## config.mk

```make
export PLATFORM = sky130hd
export DESIGN_NAME = autosa_cmac_op_ctrl
export DESIGN_NICKNAME = d
export VERILOG_FILES = /design/src/rtl/autosa_cmac_op_ctrl.sv
export SDC_FILE = /design/constraint.sdc
export NUM_CORES = 1
export LEC_CHECK = 0
export CAP_MARGIN = 20
export CORE_AREA = 8 8 69 71
export CTS_CLUSTER_SIZE = 8
export DETAILED_ROUTE_END_ITERATION = 8
export DIE_AREA = 0 0 77 79
export PLACE_DENSITY = 0.72
export SYNTH_ARGS = -nofsm -noshare
export SYNTH_HDL_FRONTEND = slang
export SYNTH_SLANG_ARGS = --single-unit
```

## constraint.sdc

```tcl
create_clock -name autosa_core_clk -period 2.5 [get_ports autosa_core_clk]
set_input_delay 0.375 -clock autosa_core_clk [delete_from_list [all_inputs] [get_ports autosa_core_clk]]
set_output_delay 0.375 -clock autosa_core_clk [all_outputs]
set_load 0.05 [all_outputs]
```

## src/rtl/autosa_cmac_op_ctrl.sv

```systemverilog
//------------------------------------------------------------------------------
// autosa_cmac_op_ctrl
//
// Purpose:
//   Sequencer for the two ping-pong CMAC register groups. It captures
//   software writes to each group's OP_ENABLE bit and owns both op_en bits.
//   A consumer pointer selects the group that runs next. When that group is
//   enabled, its cosa_mode/proc_precision are latched into the datapath and
//   the group is launched. Completion (dp_done) or a watchdog expiry releases
//   the group and moves the pointer to the other group.
//
// Ports:
//   autosa_core_clk         in   core clock (only clock)
//   autosa_core_rst         in   synchronous, active-high reset
//   op_en_trigger_g0/g1     in   one-cycle OP_ENABLE write strobe per group
//   reg_wr_data_op_en       in   write data bit 0 for the strobe
//   cosa_mode_g0/g1         in   per-group cosa_mode field
//   proc_precision_g0/g1    in   per-group proc_precision field (2 bits)
//   op_en_g0/g1             out  per-group enable status (register read-back)
//   consumer                out  group executing now or next
//   busy                    out  high whenever the sequencer is not IDLE
//   dp_start                out  one-cycle datapath launch pulse
//   dp_cosa_mode            out  latched cosa_mode for the datapath
//   dp_proc_precision       out  latched proc_precision for the datapath
//   dp_done                 in   one-cycle completion pulse from the datapath
//   done_intr               out  one-cycle completion pulse, bit = group
//   timeout_err             out  sticky watchdog error flag
//   err_clr                 in   clears timeout_err
//
// Parameters:
//   WDOG_CYCLES  RUN-state cycle limit; 0 disables the watchdog
//   WDOG_W       watchdog counter width (WDOG_CYCLES < 2**WDOG_W)
//------------------------------------------------------------------------------
module autosa_cmac_op_ctrl #(
    parameter int unsigned WDOG_CYCLES = 4096,
    parameter int unsigned WDOG_W      = 16
) (
    input  logic       autosa_core_clk,
    input  logic       autosa_core_rst,
    input  logic       op_en_trigger_g0,
    input  logic       op_en_trigger_g1,
    input  logic       reg_wr_data_op_en,
    input  logic       cosa_mode_g0,
    input  logic       cosa_mode_g1,
    input  logic [1:0] proc_precision_g0,
    input  logic [1:0] proc_precision_g1,
    output logic       op_en_g0,
    output logic       op_en_g1,
    output logic       consumer,
    output logic       busy,
    output logic       dp_start,
    output logic       dp_cosa_mode,
    output logic [1:0] dp_proc_precision,
    input  logic       dp_done,
    output logic [1:0] done_intr,
    output logic       timeout_err,
    input  logic       err_clr
);

    typedef enum logic [1:0] {
        ST_IDLE   = 2'd0,
        ST_LAUNCH = 2'd1,
        ST_RUN    = 2'd2,
        ST_DONE   = 2'd3
    } state_t;

    localparam bit              WDOG_EN    = (WDOG_CYCLES != 0);
    localparam logic [WDOG_W:0] WDOG_LIMIT = (WDOG_W + 1)'(WDOG_CYCLES);
    localparam logic [1:0]      PREC_RST   = 2'b01;

    // State and registered outputs
    state_t            r_state;
    logic   [1:0]      r_op_en;
    logic              r_consumer;
    logic              r_busy;
    logic              r_dp_start;
    logic              r_dp_cosa_mode;
    logic   [1:0]      r_dp_proc_precision;
    logic   [1:0]      r_done_intr;
    logic              r_timeout_err;
    logic [WDOG_W-1:0] r_wdog;

    // Combinational decisions
    state_t            w_state_next;
    logic              w_latch;
    logic              w_wdog_clr;
    logic              w_wdog_inc;
    logic              w_wdog_hit;
    logic              w_timeout;
    logic              w_release;
    logic              w_hw_clr;
    logic              w_active;
    logic   [1:0]      w_op_en_next;

    // Next op_en bit for one group. A hardware release is applied last so it
    // overrides a software write landing in the same cycle. A software clear
    // of the group currently being executed is dropped.
    function automatic logic f_op_en_next(
        input logic cur,
        input logic trig,
        input logic data,
        input logic is_active,
        input logic hw_clr
    );
        logic nxt;
        nxt = cur;
        if (trig) begin
            if (data) begin
                nxt = 1'b1;
            end else if (!is_active) begin
                nxt = 1'b0;
            end
        end
        if (hw_clr) begin
            nxt = 1'b0;
        end
        return nxt;
    endfunction

    // The counter holds the number of RUN cycles already elapsed, so this
    // cycle is the one that reaches the limit when counter + 1 == limit.
    assign w_wdog_hit = (({1'b0, r_wdog} + (WDOG_W + 1)'(1)) == WDOG_LIMIT);

    //--------------------------------------------------------------------------
    // FSM: state register
    //--------------------------------------------------------------------------
    // NOTE: sequential state is written with non-blocking assignments only, so
    // every register samples the pre-edge values of every other register.
    always_ff @(posedge autosa_core_clk) begin
        if (autosa_core_rst) begin
            r_state <= ST_IDLE;
        end else begin
            r_state <= w_state_next;
        end
    end

    //--------------------------------------------------------------------------
    // FSM: next state and control strobes
    //--------------------------------------------------------------------------
    // NOTE: every signal driven here gets a default before the case statement;
    // a path that skips an assignment would otherwise infer a latch.
    always_comb begin
        w_state_next = r_state;
        w_latch      = 1'b0;
        w_wdog_clr   = 1'b0;
        w_wdog_inc   = 1'b0;
        w_timeout    = 1'b0;
        w_release    = 1'b0;

        unique case (r_state)
            ST_IDLE: begin
                // Strict ordering: only the consumer's enable is considered.
                if (r_op_en[r_consumer]) begin
                    w_latch      = 1'b1;
                    w_state_next = ST_LAUNCH;
                end
            end
            ST_LAUNCH: begin
                w_wdog_clr   = 1'b1;
                w_state_next = ST_RUN;
            end
            ST_RUN: begin
                // Completion takes priority over a watchdog hit in the same cycle.
                if (dp_done) begin
                    w_state_next = ST_DONE;
                end else if (WDOG_EN) begin
                    if (w_wdog_hit) begin
                        w_timeout    = 1'b1;
                        w_state_next = ST_IDLE;
                    end else begin
                        w_wdog_inc = 1'b1;
                    end
                end
            end
            ST_DONE: begin
                w_release    = 1'b1;
                w_state_next = ST_IDLE;
            end
            default: begin
                w_state_next = ST_IDLE;
            end
        endcase
    end

    // The group owned by the sequencer is always the consumer while not IDLE.
    assign w_active = (r_state != ST_IDLE);
    assign w_hw_clr = w_release | w_timeout;

    always_comb begin
        w_op_en_next    = r_op_en;
        w_op_en_next[0] = f_op_en_next(r_op_en[0], op_en_trigger_g0, reg_wr_data_op_en,
                                       w_active && !r_consumer, w_hw_clr && !r_consumer);
        w_op_en_next[1] = f_op_en_next(r_op_en[1], op_en_trigger_g1, reg_wr_data_op_en,
                                       w_active && r_consumer, w_hw_clr && r_consumer);
    end

    //--------------------------------------------------------------------------
    // Registered outputs, enables, pointer, configuration and watchdog
    //--------------------------------------------------------------------------
    // NOTE: every register here, including the watchdog counter and the
    // latched configuration, is cleared by reset so no stale value or pulse
    // survives a reset taken mid-operation.
    always_ff @(posedge autosa_core_clk) begin
        if (autosa_core_rst) begin
            r_op_en             <= 2'b00;
            r_consumer          <= 1'b0;
            r_busy              <= 1'b0;
            r_dp_start          <= 1'b0;
            r_dp_cosa_mode      <= 1'b0;
            r_dp_proc_precision <= PREC_RST;
            r_done_intr         <= 2'b00;
            r_timeout_err       <= 1'b0;
            r_wdog              <= '0;
        end else begin
            r_op_en    <= w_op_en_next;
            r_busy     <= (w_state_next != ST_IDLE);
            r_dp_start <= (w_state_next == ST_LAUNCH);

            // DONE is only entered from RUN, where the consumer is stable.
            if (w_state_next == ST_DONE) begin
                r_done_intr <= {r_consumer, ~r_consumer};
            end else begin
                r_done_intr <= 2'b00;
            end

            if (w_hw_clr) begin
                r_consumer <= ~r_consumer;
            end

            // Configuration is captured once per launch and then held, so
            // register writes made during execution never reach the datapath.
            if (w_latch) begin
                r_dp_cosa_mode      <= r_consumer ? cosa_mode_g1 : cosa_mode_g0;
                r_dp_proc_precision <= r_consumer ? proc_precision_g1 : proc_precision_g0;
            end

            if (w_wdog_clr) begin
                r_wdog <= '0;
            end else if (w_wdog_inc) begin
                r_wdog <= r_wdog + WDOG_W'(1);
            end

            // A new timeout wins over a clear in the same cycle.
            if (w_timeout) begin
                r_timeout_err <= 1'b1;
            end else if (err_clr) begin
                r_timeout_err <= 1'b0;
            end
        end
    end

    assign op_en_g0          = r_op_en[0];
    assign op_en_g1          = r_op_en[1];
    assign consumer          = r_consumer;
    assign busy              = r_busy;
    assign dp_start          = r_dp_start;
    assign dp_cosa_mode      = r_dp_cosa_mode;
    assign dp_proc_precision = r_dp_proc_precision;
    assign done_intr         = r_done_intr;
    assign timeout_err       = r_timeout_err;

endmodule

```

# After elaboration in Yosys (flattened, before gate mapping)
# Cells that the tools add are included.
# op_classes
add_sub_neg,2
n_lt_le_gt_ge,1
n_eq_ne,8
mux,24
bitwise_logic,3
n_reduce_logical,15
# op_table
cell,n
$mux 1,19
$add 16x1->17 const B,1
$eq 17x13->1 const B,1
$add 16x1->16 const B,1
$mux 2,4
$pmux 2 s4,1
$reduce_or 2->1,4
$eq 2x2->1 const B,3
$reduce_bool 2->1,3
$eq 2x1->1 const B,2
$logic_and 1x1->1,4
$ne 2x2->1 const B,2
$reduce_and 2->1,2
$logic_not 2->1,1
$lt 1x2->1 const B,1
$not 1->1,2
$logic_not 1->1,1
$or 1x1->1,1
# totals
ff_bits,29
out_inout_bits,11
word_cells,64

# Longest topological paths before layout
# Gate-level depths: netlist (run 1).
# logic_depth
depth_word,8
ltp_mapped,8
mapped_depth_nobuf,7

# Worst setup path after synthesis (run 1)
# No wires, ideal clock.
# synth_path
path_type,reg-to-reg
start,reg r_wdog[0]
end,"reg r_consumer, in the netlist consumer"
arrival_ns,2.168
setup_slack_ns,0.210
path_stages_with_launch,8
path_buffers,0
path_cell_list,dfxtp_1 > ha_1 > nand3_2 > nor4_2 > xor2_1 > nor4b_4 > a32o_2 > mux2_4
# synth_via
elab_chain_len,6
# synth_rtl
element,line,source
from (decl),81,logic [WDOG_W-1:0] r_wdog;
from (signal assigned),240,r_wdog <= r_wdog + WDOG_W'(1);
$add 16x1->17,122,"assign w_wdog_hit = (({1'b0, r_wdog} + (WDOG_W + 1)'(1)) == WDOG_LIMIT);"
$eq 17x13->1,122,
$mux 1,167,if (w_wdog_hit) begin
$mux 1,164,if (dp_done) begin
$mux 1,150,unique case (r_state)
$or 1x1->1,187,assign w_hw_clr = w_release | w_timeout;
to (signal assigned),227,r_consumer <= ~r_consumer;
to (decl),74,logic r_consumer;
# No other way between the ends.
# A chain may end at the register's enable or synchronous reset.

# Worst setup path after layout (run 1)
# Same ends and word-level chain as after synthesis.

==> impl_metrics.yaml, run 1 <==
placed_design:
  dp_slack_ps: 91.3
  globalplace.congestion: 0.886
  dpl.hpwl_um: 2970
  placed_area_um2: 2070
  port-buffer-count: 23
  dp_cells: 275
layout:
  final_cell_area_um2: 2190
  mostFrequentLayoutCells: "nand2_1 (33), dfxtp_1 (29), clkdlybuf4s50_1 (23)"
  syn2layout_area_growth_pct: 22.8
  drive_gt1_share_pct: 18.5
  diodes: 0
  nets: 246
  final_cells: 283
  layout_commonest_cell: "nand2_1"
  fillers: 363
worst_setup_path:
  crit_type: "flop to flop"
  crit_end: "consumer"
  critPathLaunch: "r_wdog[0]"
  rr_startpoint: "r_wdog[0]"
  critical_path_arrival_ps: 2560
  r2r_cells: 7
  crit_path_max_incr_delay_ps: 400
  crit_path_cell_trace: "ha_1 > nand3_4 > or2_1 > nor4_1 > o21a_2 > a32o_2 > mux2_4"
  worstPathRequired_ps: 2670
  worstSetupEndpointType: "flop"
  ff2ff_setup_slack_ps: 110
  worstReg2RegEnd: "consumer"
  cp-start-kind: "flop"
  crit_fanout: 6
  cp_slowest_cell: "dfxtp_1"
floorplan:
  num_rows: 23
  fp.dieH_um: 79
  die_area_um2: 6080
  fp.dieW_um: 77
  boundaryPins: 24
  core_area_um2: 3800
  start_util_pct: 46.9
yosys:
  ys_seq_area_share_pct: 32.6
  avgSynthCellArea_um2: 8.64
  netlist_area_um2: 1780
  ys_types: 51
  syn_nets: 220
  synth-main-ff-cell: "dfxtp_1"
  async_flop_share_pct: 0
  synth-edff-count: 0
  syn_inst: 206
  ys_warn_count: 0
  ys_seq_elements: 29
route:
  wirelength_um: 4060
  vias: 1590
  routedWlPerCell_um: 14.3
  avgViaCountPerCell: 5.62
  dr.pass1.iters: 4
  drc: 0
  ant_nets: 0
  drt-initial-drc-count: 133
power:
  power.density_nw_per_um2: 453
  finalPower_w: 0.000989
  ir_drop_uv: 364
  leakage_nw: 0.725
global_route:
  grt_max_degree: 33
  antenna_found_initial: 0
  grt_pass1_wl_um: 6850
  grt_pass1_vias: 1544
  grtUsageTotal_pct: 13.7
  overflow: 0
timing:
  finalSetupViolCount: 0
  fin_crit_sh_pct: 95.5
  hold_viol: 0
  max_freq_ghz: 0.419
  fin_worst_skew_ps: 3.27
  period_minus_slack_ps: 2390
  layout_setup_ws_ps: 112
  relSlewSlack_pct: 66.3
  tightest_slew_ps: 504
  fin_setup_tns_ps: 0
  rsz0062_at_grt: "no"
  slew_viol_final: 0
clock_network:
  insertion_delay_ps: 280
  cts_made_buffers: 5
  post-cts-setup-buffers: 0
  cts_tree: "done"
  path_clk_slew_ps: 60
  clock-sinks: 29
  cts-root-buf: "clkbuf_8"
  htree_levels: 2
  clk_path_buf_depth: 2
outcome:
  status: "finished, final reports clean"
worst_hold_path:
  hold_class: "flop to flop"
flow_run:
  max_cap_viol_count: 0
metrics by stage:
stage / hold WS [ps] / utilization, %
after detailed placement: 463 / 54.6
after CTS: 481 / 56.8
final: 474 / 57.5
after floorplan: 477 / -
after global routing: 498 / 57.5
after global placement: 448 / 54.6
power breakdown:
group	switching, W	internal, W	leakage, nW
Combinational	0.0000826	0.0000535	0.445
Clock	0.000178	0.000192	0.0450
Sequential	0.00000898	0.000474	0.235
Total	0.000269	0.000720	0.725
worst min-delay path by stage:
stage | startpoint | endpoint | cells past startpoint | slack (ps)
finish | dp_proc_precision[0] | dp_proc_precision[0] | 1 | 470
global placement | dp_proc_precision[0] | dp_proc_precision[0] | 1 | 450
detailed placement | dp_proc_precision[0] | dp_proc_precision[0] | 1 | 460
floorplan | r_wdog[1] | r_wdog[1] | 2 | 480
CTS | dp_proc_precision[0] | dp_proc_precision[0] | 1 | 480
global route | dp_proc_precision[0] | dp_proc_precision[0] | 1 | 500
cells in the mapped netlist, types with 2 or more instances:
master | count | share of area, %
a2111oi_2 | 2 | 1.7
a211oi_1 | 3 | 1.3
a211oi_2 | 5 | 3.5
a21oi_1 | 2 | 0.56
a21oi_2 | 6 | 3.0
a22oi_1 | 2 | 0.84
and3_4 | 2 | 1.3
buf_2 | 2 | 0.56
buf_4 | 2 | 0.84
clkbuf_1 | 7 | 1.5
dfxtp_1 | 29 | 33
inv_1 | 5 | 1.1
mux2i_1 | 18 | 10
nand2_1 | 33 | 7.0
nand2b_1 | 13 | 4.6
nand3_1 | 6 | 1.7
nand3_2 | 2 | 1.1
nand3b_1 | 2 | 0.84
nand4_1 | 5 | 1.8
nor2_1 | 14 | 3.0
nor3_1 | 5 | 1.4
nor4_1 | 4 | 1.4
o21ai_0 | 3 | 0.84
o21ai_1 | 4 | 1.1
o41ai_1 | 2 | 0.98
or4_1 | 2 | 0.84
xor2_1 | 2 | 0.98
cells by family after synthesis:
| group | share of synthesized area (%) |
|---|---|
| flops | 32.6 |
| fa+ha+maj | 0.703 |
| compound gates | 18.9 |
| xor+xnor | 1.48 |
| simple gates | 30.6 |
| buf+inv | 4.78 |
| mux | 11.0 |
worst max-delay path: cells and delay by family, from the launching register on:
family	cells	cell delay [ps]
mux	1	300
compound gates	2	520
simple gates	3	770
flops	1	400
fa+ha+maj	1	270
repair_timing:
item | CTS | global route
resized for setup | 0 | 3
setup endpoints to repair | 0 | 2
hold buffers | 0 | 0
per-layer routing:
layer	GRT usage [%]	wire [µm]	vias to the layer above
li1	-	-	800
met5	0	0	-
met2	21.3	1830	53
met3	4.40	255	6
met4	6.98	59	0
met1	16.5	1920	731
state kept, by name (all words and copies together), names as in the netlist:
register	flops
busy	1
dp_start	1
r_wdog	16
timeout_err	1
consumer	1
r_op_en	2
dp_proc_precision	2
dp_cosa_mode	1
done_intr	2
r_state	2
area by class of cell:
type,count,area [µm²],area share [%]
flip-flops and latches,29,581,26.6
multi-input cells,159,1150,52.5
inverters,6,22.5,1.03
clock inverters,2,10.0,0.458
repair buffers,31,290,13.3
clock buffers,6,72.6,3.32
well taps,50,62.6,2.86
No activity file was read; power rests on OpenSTA's default activity.
==> run 2, diff against run 1 <==
Settings changed: ABC_AREA set to 1, CORE_AREA 8 8 69 71 to 8 8 66 68, DIE_AREA 0 0 77 79 to 0 0 74 76, PLACE_DENSITY 0.72 to 0.73.
==> run 2 against run 1 <==
  * Non-clock buffer count down 5
  * Die area down 7.5%
  * Synthesized cell count up 19%
  * Cell count up 14%
  * Area after synthesis down 9.4%
  * Via count down 0.57%
  * Worst setup slack better by 290 ps
  * Sequential share of layout area up 3.1 points
  * Total power down 0.62%
  * Critical endpoint is now r_wdog[12]
  * Largest cell class unchanged
==> impl_metrics.yaml, run 2 <==
outcome:
  status: "finished, final reports clean"
timing:
  slew_viol_final: 0
  fin_worst_skew_ps: 16.3
  period_minus_slack_ps: 2100
  tightest_slew_ps: 513
  hold_viol: 0
  finalSetupViolCount: 0
  relSlewSlack_pct: 65.7
  rsz0062_at_grt: "no"
  layout_setup_ws_ps: 401
  max_freq_ghz: 0.476
  fin_setup_tns_ps: 0
  fin_crit_sh_pct: 84.0
worst_setup_path:
  crit_path_cell_trace: "ha_1 > nand3_2 > nor2_2 > xor2_1 > nor2_1 > nand2_2 > nor2_4 > nand2_4 > nand2_8 > o21ai_0 > nor2_1"
  cp_slowest_cell: "dfxtp_1"
  worstPathRequired_ps: 2730
  worstSetupEndpointType: "flop"
  crit_type: "flop to flop"
  rr_startpoint: "r_wdog[1]"
  critical_path_arrival_ps: 2330
  crit_path_max_incr_delay_ps: 400
  cp-start-kind: "flop"
  crit_fanout: 18
  critPathLaunch: "r_wdog[1]"
  path_delay_family: "simple AND/OR/NAND/NOR gates"
  cp_num_buf_inv: 0
  crit_path_frequent_cell: "nor2_1"
clock_network:
  clock-sinks: 29
  cts_tree: "done"
  cts_resized: 0
  cts_made_buffers: 5
  cts_hold_buf: 0
  post-cts-setup-buffers: 0
  cts-root-buf: "clkbuf_4"
  clk_path_buf_depth: 2
  path_clk_slew_ps: 100
  htree_levels: 2
  insertion_delay_ps: 330
placed_design:
  placed_area_um2: 1890
  dpl.hpwl_um: 2820
  port-buffer-count: 23
  dp_cells: 315
  globalplace.congestion: 0.888
  dp_slack_ps: 457
yosys:
  synth_top_area_share_pct: 36.0
  yosys-top-cells-count: "nand2_1 (68), nor2_1 (43), dfxtp_1 (29)"
  synth-main-ff-cell: "dfxtp_1"
  syn_inst: 245
  synth_most_common_cell: "nand2_1"
  synth_area_leaders: "dfxtp_1 (36%), nand2_1 (16%), nor2_1 (10%)"
  synth_largest_area_cell: "dfxtp_1"
  ys_warn_count: 0
  ys_seq_elements: 29
  ys_types: 30
  avgSynthCellArea_um2: 6.58
  netlist_area_um2: 1610
  syn_nets: 259
  synth-edff-count: 0
  ys_seq_area_share_pct: 36.0
  async_flop_share_pct: 0
floorplan:
  num_rows: 22
  fp.dieH_um: 76
  boundaryPins: 24
  die_area_um2: 5620
  fp.dieW_um: 74
  start_util_pct: 46.9
  core_area_um2: 3440
power:
  switchingPower_w: 0.000276
  clockPowerShare_pct: 33.4
  swShare_pct: 28.1
  ir_drop_uv: 393
  finalPower_w: 0.000983
  leakage_nw: 0.835
  seqPwrFrac_pct: 51.0
  power.density_nw_per_um2: 501
  p_int_w: 0.000707
  combPwrFrac_pct: 15.6
route:
  routedWlPerCell_um: 11.5
  vias: 1581
  avgViaCountPerCell: 4.89
  ant_nets: 0
  dr.pass1.iters: 4
  wirelength_um: 3720
  drc: 0
  drt-initial-drc-count: 98
global_route:
  antenna_found_initial: 0
  grtUsageTotal_pct: 14.5
  grt_pass1_wl_um: 6550
  overflow: 0
  grt_max_degree: 19
  grt_pass1_vias: 1441
layout:
  fillers: 348
  layout_commonest_cell: "nand2_1"
  syn2layout_area_growth_pct: 21.6
  largest_reg_flops: 16
  nets: 288
  final_cell_area_um2: 1960
  diodes: 0
  largest-register: "r_wdog"
  drive_gt1_share_pct: 10.9
  mostFrequentLayoutCells: "nand2_1 (68), nor2_1 (43), dfxtp_1 (29)"
  final_cells: 323
worst_hold_path:
  hold_class: "flop to flop"
  hp-start: "timeout_err"
flow_run:
  max_cap_viol_count: 0
==> run 2: cells by family after synthesis <==
kind of cell,count (synthesis),share of synthesized area (%)
XOR/XNOR,3,1.63
AND/OR/NAND/NOR,151,42.5
buffers and inverters,31,8.46
AO/OA/AOI/OAI,30,10.6
adder cells (fa/ha/maj),1,0.776
flip-flops,29,36.0
==> run 2: cell type report <==
| cell class | count | area [µm²] | share of cell area, % |
|---|---|---|---|
| Timing Repair Buffer | 26 | 253 | 12.9 |
| Clock buffer | 7 | 65.1 | 3.32 |
| Clock inverter | 1 | 5.00 | 0.255 |
| Multi-Input combinational cell | 185 | 896 | 45.7 |
| Tap cell | 48 | 60.1 | 3.06 |
| Inverter | 27 | 101 | 5.17 |
| Sequential cell | 29 | 581 | 29.6 |
==> run 2: worst min-delay path, stage by stage (launching register included) <==
cell,delay [ps]
dfxtp_1,320
nand2_1,60
a21oi_1,60
==> run 2: through the flow <==
| stage | hold WS (ps) | util, % |
|---|---|---|
| 3_3_place_gp | 464 | 54.9 |
| 4_1_cts | 497 | 57.0 |
| 6_report | 484 | 57.0 |
| 3_5_place_dp | 475 | 54.9 |
| 5_1_grt | 523 | 57.0 |
| 2_1_floorplan | 444 | - |
==> run 2: routing by layer <==
| layer | wire [µm] | global-route usage, % | up-vias |
|---|---|---|---|
| met5 | 0 | 0 | - |
| met4 | 65 | 6.00 | 0 |
| met3 | 182 | 4.47 | 7 |
| met2 | 1680 | 20.9 | 37 |
| met1 | 1800 | 19.0 | 697 |
| li1 | - | - | 840 |
==> run 2: power groups by stage <==
stage	clock network [W]	logic, W	registers (W)
6_report	0.000328	0.000153	0.000502
3_3_place_gp	0	0.000154	0.000511
3_5_place_dp	0	0.000154	0.000512
2_1_floorplan	0	0.0000709	0.000538
4_1_cts	0.000337	0.000154	0.000501
5_1_grt	0.000361	0.000169	0.000505
==> run 2: final timing paths <==
kind	to	slack, ps	cells after the start
worst max-delay path	r_wdog[12]	400	11
worst min register to register	timeout_err	480	2
worst min-delay path	timeout_err	480	2
worst max register to register	r_wdog[12]	400	11
